===== src/rtl/hazard_scoreboard.sv =====
// -----------------------------------------------------------------------------
// hazard_scoreboard
//
// Purpose:
//   Tracks the destination register and the cycles until its result is ready
//   for the instructions in the E, M and W pipeline stages.
//   From these slots and the instruction in decode it produces:
//     - a stall request, which holds the PC and decode and puts a bubble into E
//     - per-operand forwarding selects
//     - a saturating count of stall cycles
//
// Configuration:
//   HAZARD_FWD_EN  When defined, each operand takes its value from the
//                  youngest matching slot once that slot's tnew reaches 0.
//                  Decode stalls only while that slot's tnew is greater than
//                  the operand's use distance.
//                  When undefined, any match in E or M stalls, a match in W
//                  never stalls because the register file writes through,
//                  and both forwarding selects are tied to 0.
//
// Ports:
//   clk        in   1   single clock, rising edge
//   reset      in   1   asynchronous, active-low reset
//   d_valid    in   1   decode slot holds a real instruction (0 = bubble)
//   d_rs       in   5   decode source register rs
//   d_rt       in   5   decode source register rt
//   d_rsuse    in   4   cycles until rs is needed; 4'hf = not used
//   d_rtuse    in   4   cycles until rt is needed; 4'hf = not used
//   d_tarreg   in   5   destination register; 0 = no write
//   d_tnew     in   4   cycles from decode until the result exists
//   stall      out  1   hold PC and decode, insert a bubble into E
//   fwd_rs     out  2   rs source: 0 = regfile, 1 = E, 2 = M, 3 = W
//   fwd_rt     out  2   rt source: same encoding as fwd_rs
//   stall_cnt  out  16  stall cycles seen, saturates at 16'hffff
// -----------------------------------------------------------------------------
module hazard_scoreboard (
  input  logic        clk,
  input  logic        reset,
  input  logic        d_valid,
  input  logic [4:0]  d_rs,
  input  logic [4:0]  d_rt,
  input  logic [3:0]  d_rsuse,
  input  logic [3:0]  d_rtuse,
  input  logic [4:0]  d_tarreg,
  input  logic [3:0]  d_tnew,
  output logic        stall,
  output logic [1:0]  fwd_rs,
  output logic [1:0]  fwd_rt,
  output logic [15:0] stall_cnt
);

  localparam int NSLOT = 3;  // index 0 = E, 1 = M, 2 = W
  localparam int NOP   = 2;  // index 0 = rs, 1 = rt

  function automatic logic [3:0] sat_dec(input logic [3:0] v);
    return (v == 4'd0) ? 4'd0 : v - 4'd1;
  endfunction

  logic        slot_valid_q [NSLOT];
  logic [4:0]  slot_tar_q   [NSLOT];
  logic [3:0]  slot_tnew_q  [NSLOT];
  logic        slot_valid_d [NSLOT];
  logic [4:0]  slot_tar_d   [NSLOT];
  logic [3:0]  slot_tnew_d  [NSLOT];
  logic [15:0] stall_cnt_q;
  logic [15:0] stall_cnt_d;

  logic [4:0]  op_reg [NOP];
  logic [3:0]  op_use [NOP];
  logic [2:0]  op_hit [NOP];
  logic [1:0]  op_stall;
  logic [1:0]  op_fwd [NOP];

  assign op_reg[0] = d_rs;
  assign op_reg[1] = d_rt;
  assign op_use[0] = d_rsuse;
  assign op_use[1] = d_rtuse;

  // Slot advance: E takes decode unless stalled or bubbled.
  // M and W shift down.
  // Every move ages tnew by one, with a floor of 0.
  genvar gi, gj;
  generate
    for (gi = 0; gi < NSLOT; gi++) begin : g_slot
      if (gi == 0) begin : g_e
        logic load_e;
        assign load_e          = d_valid & ~stall;
        assign slot_valid_d[0] = load_e;
        assign slot_tar_d[0]   = load_e ? d_tarreg : 5'd0;
        assign slot_tnew_d[0]  = load_e ? sat_dec(d_tnew) : 4'd0;
      end else begin : g_mw
        assign slot_valid_d[gi] = slot_valid_q[gi-1];
        assign slot_tar_d[gi]   = slot_tar_q[gi-1];
        assign slot_tnew_d[gi]  = sat_dec(slot_tnew_q[gi-1]);
      end
    end

    // A slot matches an operand only for a real decode instruction.
    // The operand register must be nonzero and actually used.
    // The slot must be valid and write that same register.
    for (gi = 0; gi < NOP; gi++) begin : g_op
      for (gj = 0; gj < NSLOT; gj++) begin : g_cmp
        assign op_hit[gi][gj] = d_valid && slot_valid_q[gj] &&
                                (slot_tar_q[gj] == op_reg[gi]) &&
                                (op_reg[gi] != 5'd0) &&
                                (op_use[gi] != 4'hf);
      end
    end
  endgenerate

  // Walk the slots from oldest (W) to youngest (E).
  // A later hit overwrites an earlier one, so the youngest match decides.
  always_comb begin
    op_stall  = 2'b00;
    op_fwd[0] = 2'd0;
    op_fwd[1] = 2'd0;
    for (int op = 0; op < NOP; op++) begin
      for (int s = NSLOT - 1; s >= 0; s--) begin
        if (op_hit[op][s]) begin
`ifdef HAZARD_FWD_EN
          op_stall[op] = (slot_tnew_q[s] > op_use[op]);
          op_fwd[op]   = (slot_tnew_q[s] == 4'd0) ? 2'(s + 1) : 2'd0;
`else
          // Without a forwarding network, only the regfile write-through
          // from W is usable.
          op_stall[op] = (s != NSLOT - 1);
`endif
        end
      end
    end
  end

  assign stall  = |op_stall;
  assign fwd_rs = op_fwd[0];
  assign fwd_rt = op_fwd[1];

  assign stall_cnt_d = (stall && (stall_cnt_q != 16'hffff)) ? stall_cnt_q + 16'd1
                                                            : stall_cnt_q;
  assign stall_cnt   = stall_cnt_q;

  always_ff @(posedge clk or negedge reset) begin
    if (!reset) begin
      for (int s = 0; s < NSLOT; s++) begin
        slot_valid_q[s] <= 1'b0;
        slot_tar_q[s]   <= 5'd0;
        slot_tnew_q[s]  <= 4'd0;
      end
      stall_cnt_q <= 16'd0;
    end else begin
      for (int s = 0; s < NSLOT; s++) begin
        slot_valid_q[s] <= slot_valid_d[s];
        slot_tar_q[s]   <= slot_tar_d[s];
        slot_tnew_q[s]  <= slot_tnew_d[s];
      end
      stall_cnt_q <= stall_cnt_d;
    end
  end

endmodule

===== config.mk =====
export PLATFORM = sky130hd
export DESIGN_NAME = hazard_scoreboard
export DESIGN_NICKNAME = d
export VERILOG_FILES = /design/src/rtl/hazard_scoreboard.sv
export SDC_FILE = /design/constraint.sdc
export NUM_CORES = 1
export LEC_CHECK = 0
export ABC_CLOCK_PERIOD_IN_PS = 1900
export CORE_UTILIZATION = 30
export DETAILED_ROUTE_END_ITERATION = 6
export MAX_ROUTING_LAYER = met4
export PLACE_DENSITY_LB_ADDON = 0.1
export SYNTH_ARGS = -nofsm -noshare
export SYNTH_HDL_FRONTEND = slang
export SYNTH_SLANG_ARGS = --single-unit

===== constraint.sdc =====
create_clock -name clk -period 1.9 [get_ports clk]
set_clock_uncertainty 0.05 [all_clocks]
set_input_delay 0.285 -clock clk [delete_from_list [all_inputs] [get_ports clk]]
set_output_delay 0.285 -clock clk [all_outputs]
set_load 0.01 [all_outputs]

==> results of run 1 <==
==> power breakdown <==
part | switching (µW) | leakage (µW) | internal [µW] | total (µW)
logic | 178 | 0.000594 | 213 | 391
clock network | 167 | 0.0000216 | 142 | 309
registers | 27.7 | 0.000373 | 639 | 666
==> worst max path at each step <==
stage	from	end	slack, ns	cells past startpoint
CTS	slot_tar_d[7]	stall_cnt[1]	-0.14	7
global route	slot_tar_d[3]	stall_cnt[1]	-0.21	7
global placement	d_rs[3]	stall	-0.62	6
finish	slot_tar_d[3]	stall_cnt[1]	-0.11	8
floorplan	stall_cnt[0]	stall_cnt[4]	-0.01	9
detailed placement	d_rs[3]	stall	-0.63	6
==> cell families after synthesis <==
| family | synth area share |
|---|---|
| adder cells (fa/ha/maj) | 0.00876 |
| XOR/XNOR | 0.215 |
| multiplexers | 0.00788 |
| buffers and inverters | 0.0438 |
| other | 0.00262 |
| flip-flops | 0.490 |
| AND/OR/NAND/NOR | 0.181 |
| AO/OA/AOI/OAI | 0.0508 |
==> cell usage in the layout (no fill, tap or decap) <==
| master | n |
|---|---|
| ha_2 | 1 |
| clkbuf_16 | 1 |
| nand2_1 | 4 |
| xor2_2 | 1 |
| o22ai_4 | 1 |
| nand4_1 | 17 |
| nor4_1 | 2 |
| xnor2_1 | 14 |
| buf_2 | 1 |
| or4_4 | 2 |
| buf_4 | 28 |
| buf_12 | 1 |
| o22ai_1 | 1 |
| mux2_1 | 1 |
| conb_1 | 4 |
| and3_1 | 3 |
| clkbuf_8 | 3 |
| a22oi_1 | 1 |
| and2_1 | 5 |
| nor2_1 | 5 |
| xor2_1 | 20 |
| nor4_2 | 3 |
| o221ai_1 | 1 |
| clkdlybuf4s50_1 | 33 |
| dlygate4sd2_1 | 8 |
| or2_4 | 2 |
| o21ai_2 | 2 |
| nand3_1 | 1 |
| inv_1 | 1 |
| inv_2 | 1 |
| a22oi_2 | 1 |
| dfrtp_1 | 28 |
| nor3_1 | 1 |
==> state kept, by name, summed over array words and instances (netlist names) <==
register,cells
stall_cnt,16
slot_tar_d,10
slot_valid_d,2
==> per-layer routing <==
layer  vias to the layer above  wire length (µm)  track usage
li1                        581                 -            -
met1                       570              1600        0.199
met2                        46              1500        0.222
met3                         6               200       0.0242
met4                         0                58       0.0622
met5                         -                 0            -
==> through the flow <==
step / hold WS [ns] / utilization
floorplan: -0.0606 / -
finish: 0.332 / 0.490
global placement: 0.316 / 0.463
detailed placement: 0.320 / 0.463
CTS: 0.339 / 0.478
global route: 0.343 / 0.490
==> layout make-up <==
| type | instances | area (µm²) |
|---|---|---|
| fill | 426 | 2280 |
| multi-input combinational | 93 | 718 |
| timing repair buffer | 72 | 661 |
| sequential | 28 | 701 |
| tap | 52 | 65.1 |
| clock buffer | 3 | 41.3 |
| inverter | 2 | 7.51 |
==> repair_timing <==
item	CTS	global route
cloned	0	1
gates resized for setup	16	2
pin swaps	12	16
endpoints found under the setup margin	22	22
buffers inserted	1	2
==> impl_metrics.env, run 1 <==
export IMPL_grt_usage=0.148
export IMPL_ys_flop_type="dfrtp_1"
export IMPL_vdd_drop_max_v=0.000482
export IMPL_yosysMostFrequentCell="dfrtp_1"
export IMPL_crit_top_cell="buf_4"
export IMPL_timing_rr_start="slot_tar_d[3]"
export IMPL_ant_nets=0
export IMPL_start_util=0.319
export IMPL_status="complete, but fails checks"
export IMPL_numCtsBuffers=3
export IMPL_gr_total_overflow=0
export IMPL_hold_depth=0
export IMPL_yosysSeqAreaShare=0.490
export IMPL_slowest_delay_ns=0.41
export IMPL_crit_path_end_kind="register"
export IMPL_gp_congestion=0.760
export IMPL_dpl_cell_area_mm2=0.00207
export IMPL_critical_path_top_delay_family="buffers and inverters"
export IMPL_cts_max_level=1
export IMPL_r2r_slack_ns=-0.11
export IMPL_viasPerCell=4.81
export IMPL_yosysUniqueCellTypes=28
export IMPL_synth_area_leaders="dfrtp_1 49%, xor2_1 13%, xnor2_1 8.6%, nand4_1 7.4%, and2_1 2.2%"
export IMPL_clkSinkCount=28
export IMPL_final_nets=231
export IMPL_synth_edf_count=0
export IMPL_p_per_area_mw_per_mm2=623
export IMPL_fin_crit_sh=1.06
export IMPL_vias=1203
export IMPL_hold_viol=0
export IMPL_place_ws_ns=-0.633
export IMPL_synth_area_mm2=0.00143
export IMPL_grt_pass1_vias=1280
export IMPL_syn_area_per_cell_um2=11.2
export IMPL_dieArea_mm2=0.00504
export IMPL_yosys_area_top_type_share=0.490
export IMPL_hp_class="reg -> reg"
export IMPL_die_w_um=71.0
export IMPL_maxSlewViolCount=0
export IMPL_grt_first_pass_wirelength_um=5710
export IMPL_cp_buffers_inverters=3
export IMPL_die_h_um=71.0
export IMPL_portBuffers=42
export IMPL_area_growth_pct=53.5
export IMPL_timing_worst_setup_path_type="reg -> reg"
export IMPL_violations="design-rule violations, negative setup slack"
export IMPL_dp_hpwl_um=2570
export IMPL_ys_ff_latch=28
export IMPL_cp_max_fo=8
export IMPL_antenna_cells=0
export IMPL_layout_min_cycle_time_ns=2.01
export IMPL_ctsHoldBuffers=0
export IMPL_startpoint_type="register"
export IMPL_synthTopCellsByCount="28 x dfrtp_1, 21 x xor2_1, 17 x nand4_1"
export IMPL_antenna_found_initial=0
export IMPL_routed_wl_um=3360
export IMPL_clk_pin_slew_ns=0.10
export IMPL_drc=6
export IMPL_finalWorstSetupSlack_ns=-0.106
export IMPL_placedCellCount=243
export IMPL_core_area_mm2=0.00447
export IMPL_cts_root_buf="clkbuf_8"
export IMPL_syn_instance_count=128
export IMPL_num_rows=24
export IMPL_fmax_ghz=0.499
export IMPL_synth_largest_area_cell="dfrtp_1"
export IMPL_grt_max_degree=29
export IMPL_finalSetupViolCount=16
export IMPL_clk_latency_ns=0.27
export IMPL_firstDrtPassIters=6
export IMPL_hold_start="slot_valid_d[1]"
export IMPL_pin_count=51
export IMPL_fin_total_pwr_uw=1370
export IMPL_cts_tree="done"
export IMPL_rsz0062_at_grt="yes"
export IMPL_final_area_mm2=0.00219
export IMPL_yosysWarnings=0
export IMPL_drt_iter0_markers=65
export IMPL_path_cells="buf_4 > xor2_1 > nor4_2 > a22oi_2 > buf_4 > o22ai_4 > buf_12 > mux2_1"
export IMPL_worstPathRequired_ns=2.02
export IMPL_wl_per_cell_um=13.4
export IMPL_final_layout_size_suffix_gt1_frac=0.242
export IMPL_synth_async_reset_ratio=1.00
export IMPL_instances_no_fill=250
export IMPL_clk_path_buf_depth=2
export IMPL_reg2reg_to="stall_cnt[1]"
export IMPL_maxCapViolCount=0
export IMPL_r2r_cells=8
export IMPL_tns_ns=-0.885
export IMPL_whs_endpoint="slot_valid_d[0]"
export IMPL_cpMaxStageDelayCell="dfrtp_1"
export IMPL_p_leak_uw=0.000988
export IMPL_cp_data_arrival_time_ns=2.12
No activity file was read; power rests on OpenSTA's default activity.
==> run 2: changes to the inputs <==
ABC_AREA = 1   (was unset)
PLACE_DENSITY_LB_ADDON = unset   (was 0.1)
==> impl_metrics.env, run 2 <==
export IMPL_status="completed"
export IMPL_startpoint_type="primary input"
export IMPL_portBuffers=42
export IMPL_timing_rr_start="stall_cnt[1]"
export IMPL_final_layout_size_suffix_gt1_frac=0.0817
export IMPL_ys_ff_latch=28
export IMPL_fin_hold_ws_ns=0.327
export IMPL_cts_tree="done"
export IMPL_drc=0
export IMPL_grt_usage=0.135
export IMPL_gr_total_overflow=0
export IMPL_path_cells="clkdlybuf4s50_1 > inv_2 > nand2_1 > nand2_1 > nor2_1 > nand3_1 > nand2_1 > nand2_1 > nand2_2 > buf_6"
export IMPL_cpMaxStageDelayCell="clkdlybuf4s50_1"
export IMPL_viasPerCell=4.33
export IMPL_finalWorstSetupSlack_ns=0.119
export IMPL_r2r_slack_ns=0.18
export IMPL_start_util=0.319
export IMPL_core_area_mm2=0.00564
export IMPL_cts_max_level=1
export IMPL_yosysUniqueCellTypes=23
export IMPL_grt_pass1_vias=1542
export IMPL_vias=1635
export IMPL_layout_min_cycle_time_ns=1.78
export IMPL_numCtsBuffers=3
export IMPL_cp_data_arrival_time_ns=1.45
export IMPL_dieArea_mm2=0.00631
export IMPL_pin_count=51
export IMPL_antenna_found_initial=0
export IMPL_startpoint="d_rs[0]"
export IMPL_timing_worst_setup_path_type="in -> out"
export IMPL_vdd_drop_max_v=0.000223
export IMPL_fin_crit_sh=0.937
export IMPL_die_h_um=79.4
export IMPL_fin_total_pwr_uw=1360
export IMPL_slowest_delay_ns=0.47
export IMPL_yosysMostFrequentCell="nand2_1"
export IMPL_ctsHoldBuffers=0
export IMPL_final_nets=338
export IMPL_reg2reg_to="stall_cnt[7]"
export IMPL_cts_root_buf="clkbuf_8"
export IMPL_clk_latency_ns=0.27
export IMPL_synth_async_reset_ratio=1.00
export IMPL_synth_largest_area_cell="dfrtp_1"
export IMPL_synth_edf_count=0
export IMPL_grt_first_pass_wirelength_um=6730
export IMPL_dp_hpwl_um=2960
export IMPL_instances_no_fill=378
export IMPL_layout_common_cells="98 x nand2_1, 31 x clkdlybuf4s50_1, 30 x inv_1"
export IMPL_ys_flop_type="dfrtp_1"
export IMPL_largest_reg_flops=16
export IMPL_worstPathRequired_ns=1.56
export IMPL_crit_path_end_kind="output pin"
export IMPL_synth_area_leaders="dfrtp_1 39%, nand2_1 20%, nand3_1 7.8%, inv_1 6.7%, nor2_1 5.0%"
export IMPL_num_rows=27
export IMPL_hold_viol=0
export IMPL_p_leak_uw=0.00132
export IMPL_synth_area_mm2=0.00180
export IMPL_placedCellCount=374
export IMPL_firstDrtPassIters=5
export IMPL_routed_wl_um=3880
export IMPL_grt_max_degree=29
export IMPL_utilization=0.420
export IMPL_clkSinkCount=28
export IMPL_clk_pin_slew_ns=0.09
export IMPL_ant_nets=0
export IMPL_antenna_cells=0
export IMPL_place_ws_ns=-0.381
export IMPL_cp_max_fo=5
export IMPL_clk_path_buf_depth=2
export IMPL_p_per_area_mw_per_mm2=572
export IMPL_area_growth_pct=31.8
export IMPL_yosysWarnings=0
export IMPL_synthTopCellsByCount="98 x nand2_1, 32 x inv_1, 28 x dfrtp_1, 28 x nand3_1, 24 x nor2_1"
export IMPL_fmax_ghz=0.562
export IMPL_syn_instance_count=260
export IMPL_maxSlewViolCount=0
export IMPL_yosys_area_top_type_share=0.390
export IMPL_layout_commonest_cell="nand2_1"
export IMPL_yosysSeqAreaShare=0.390
export IMPL_crit_top_cell="nand2_1"
export IMPL_cts_setup_buffers=0
export IMPL_syn_area_per_cell_um2=6.92
export IMPL_drt_iter0_markers=60
export IMPL_r2r_cells=9
export IMPL_die_w_um=79.4
export IMPL_hp_class="in -> async"
export IMPL_wl_per_cell_um=10.3
export IMPL_gp_congestion=0.851
export IMPL_rsz0062_at_grt="no"
export IMPL_maxCapViolCount=0
export IMPL_finalSetupViolCount=0
run 2: worst max-delay path: cells and delay by family:
kind,cells,cell delay [ns]
buf+inv,3,0.64
simple gates,7,0.53
run 2: metal layers:
layer | global-route usage | vias to the layer above | part of all wire
li1 | - | 878 | -
met1 | 0.177 | 714 | 0.48
met2 | 0.221 | 41 | 0.45
met3 | 0.0160 | 2 | 0.063
met4 | 0.0382 | 0 | 0.0059
met5 | - | - | 0
run 2: how the worst max path moves through the flow:
| stage | end | slack [ns] |
|---|---|---|
| 6_report | stall | 0.12 |
| 5_1_grt | stall | 0.01 |
| 4_1_cts | stall | 0.05 |
| 3_5_place_dp | stall | -0.38 |
| 3_3_place_gp | stall | -0.40 |
| 2_1_floorplan | stall_cnt[1] | 0.21 |
run 2: repair_timing:
| item | 4_1_cts | 5_1_grt |
|---|---|---|
| pin swaps | 0 | 1 |
| gates resized for setup | 12 | 10 |
| endpoints found under the setup margin | 1 | 17 |
run 2: kinds of logic (layout without fill, tap and decap cells):
family	after synthesis	after routing	share of synthesized area
xor gates and xnor gates	13	13	0.0633
other	1	4	0.00209
adders and majority gates	1	1	0.00696
DFF	28	28	0.390
AOI/OAI and AO/OA	4	4	0.0111
buffers and inverters	45	88	0.110
and+or+nand+nor	168	168	0.417
run 2: through the flow:
stage / instance area (µm²) / setup TNS [ns]
final: 2370 / 0
after global routing: 2370 / 0
after CTS: 2340 / 0
after detailed placement: 2300 / -3.88
after global placement: 2300 / -4.06
after floorplan: 1810 / 0
run 2: cell type report:
| class | count | area, µm² |
|---|---|---|
| multi-input cells | 190 | 920 |
| clock buffers | 4 | 55.1 |
| well taps | 72 | 90.1 |
| flip-flops and latches | 28 | 701 |
| repair buffers | 47 | 465 |
| fillers | 592 | 3270 |
| inverters | 37 | 139 |
run 2: power breakdown:
| group | internal (µW) | switching, µW | leakage [µW] | total (µW) |
|---|---|---|---|---|
| clock | 185 | 178 | 0.0000288 | 363 |
| sequential | 639 | 39.0 | 0.000373 | 678 |
| combinational | 162 | 153 | 0.000917 | 315 |
| total | 986 | 370 | 0.00132 | 1360 |
==> run 3: changes to the inputs <==
CTS_CLUSTER_SIZE = 12   (was unset)
==> results of run 3 <==
Final layout, timing and power as in run 2 (identical DEF).
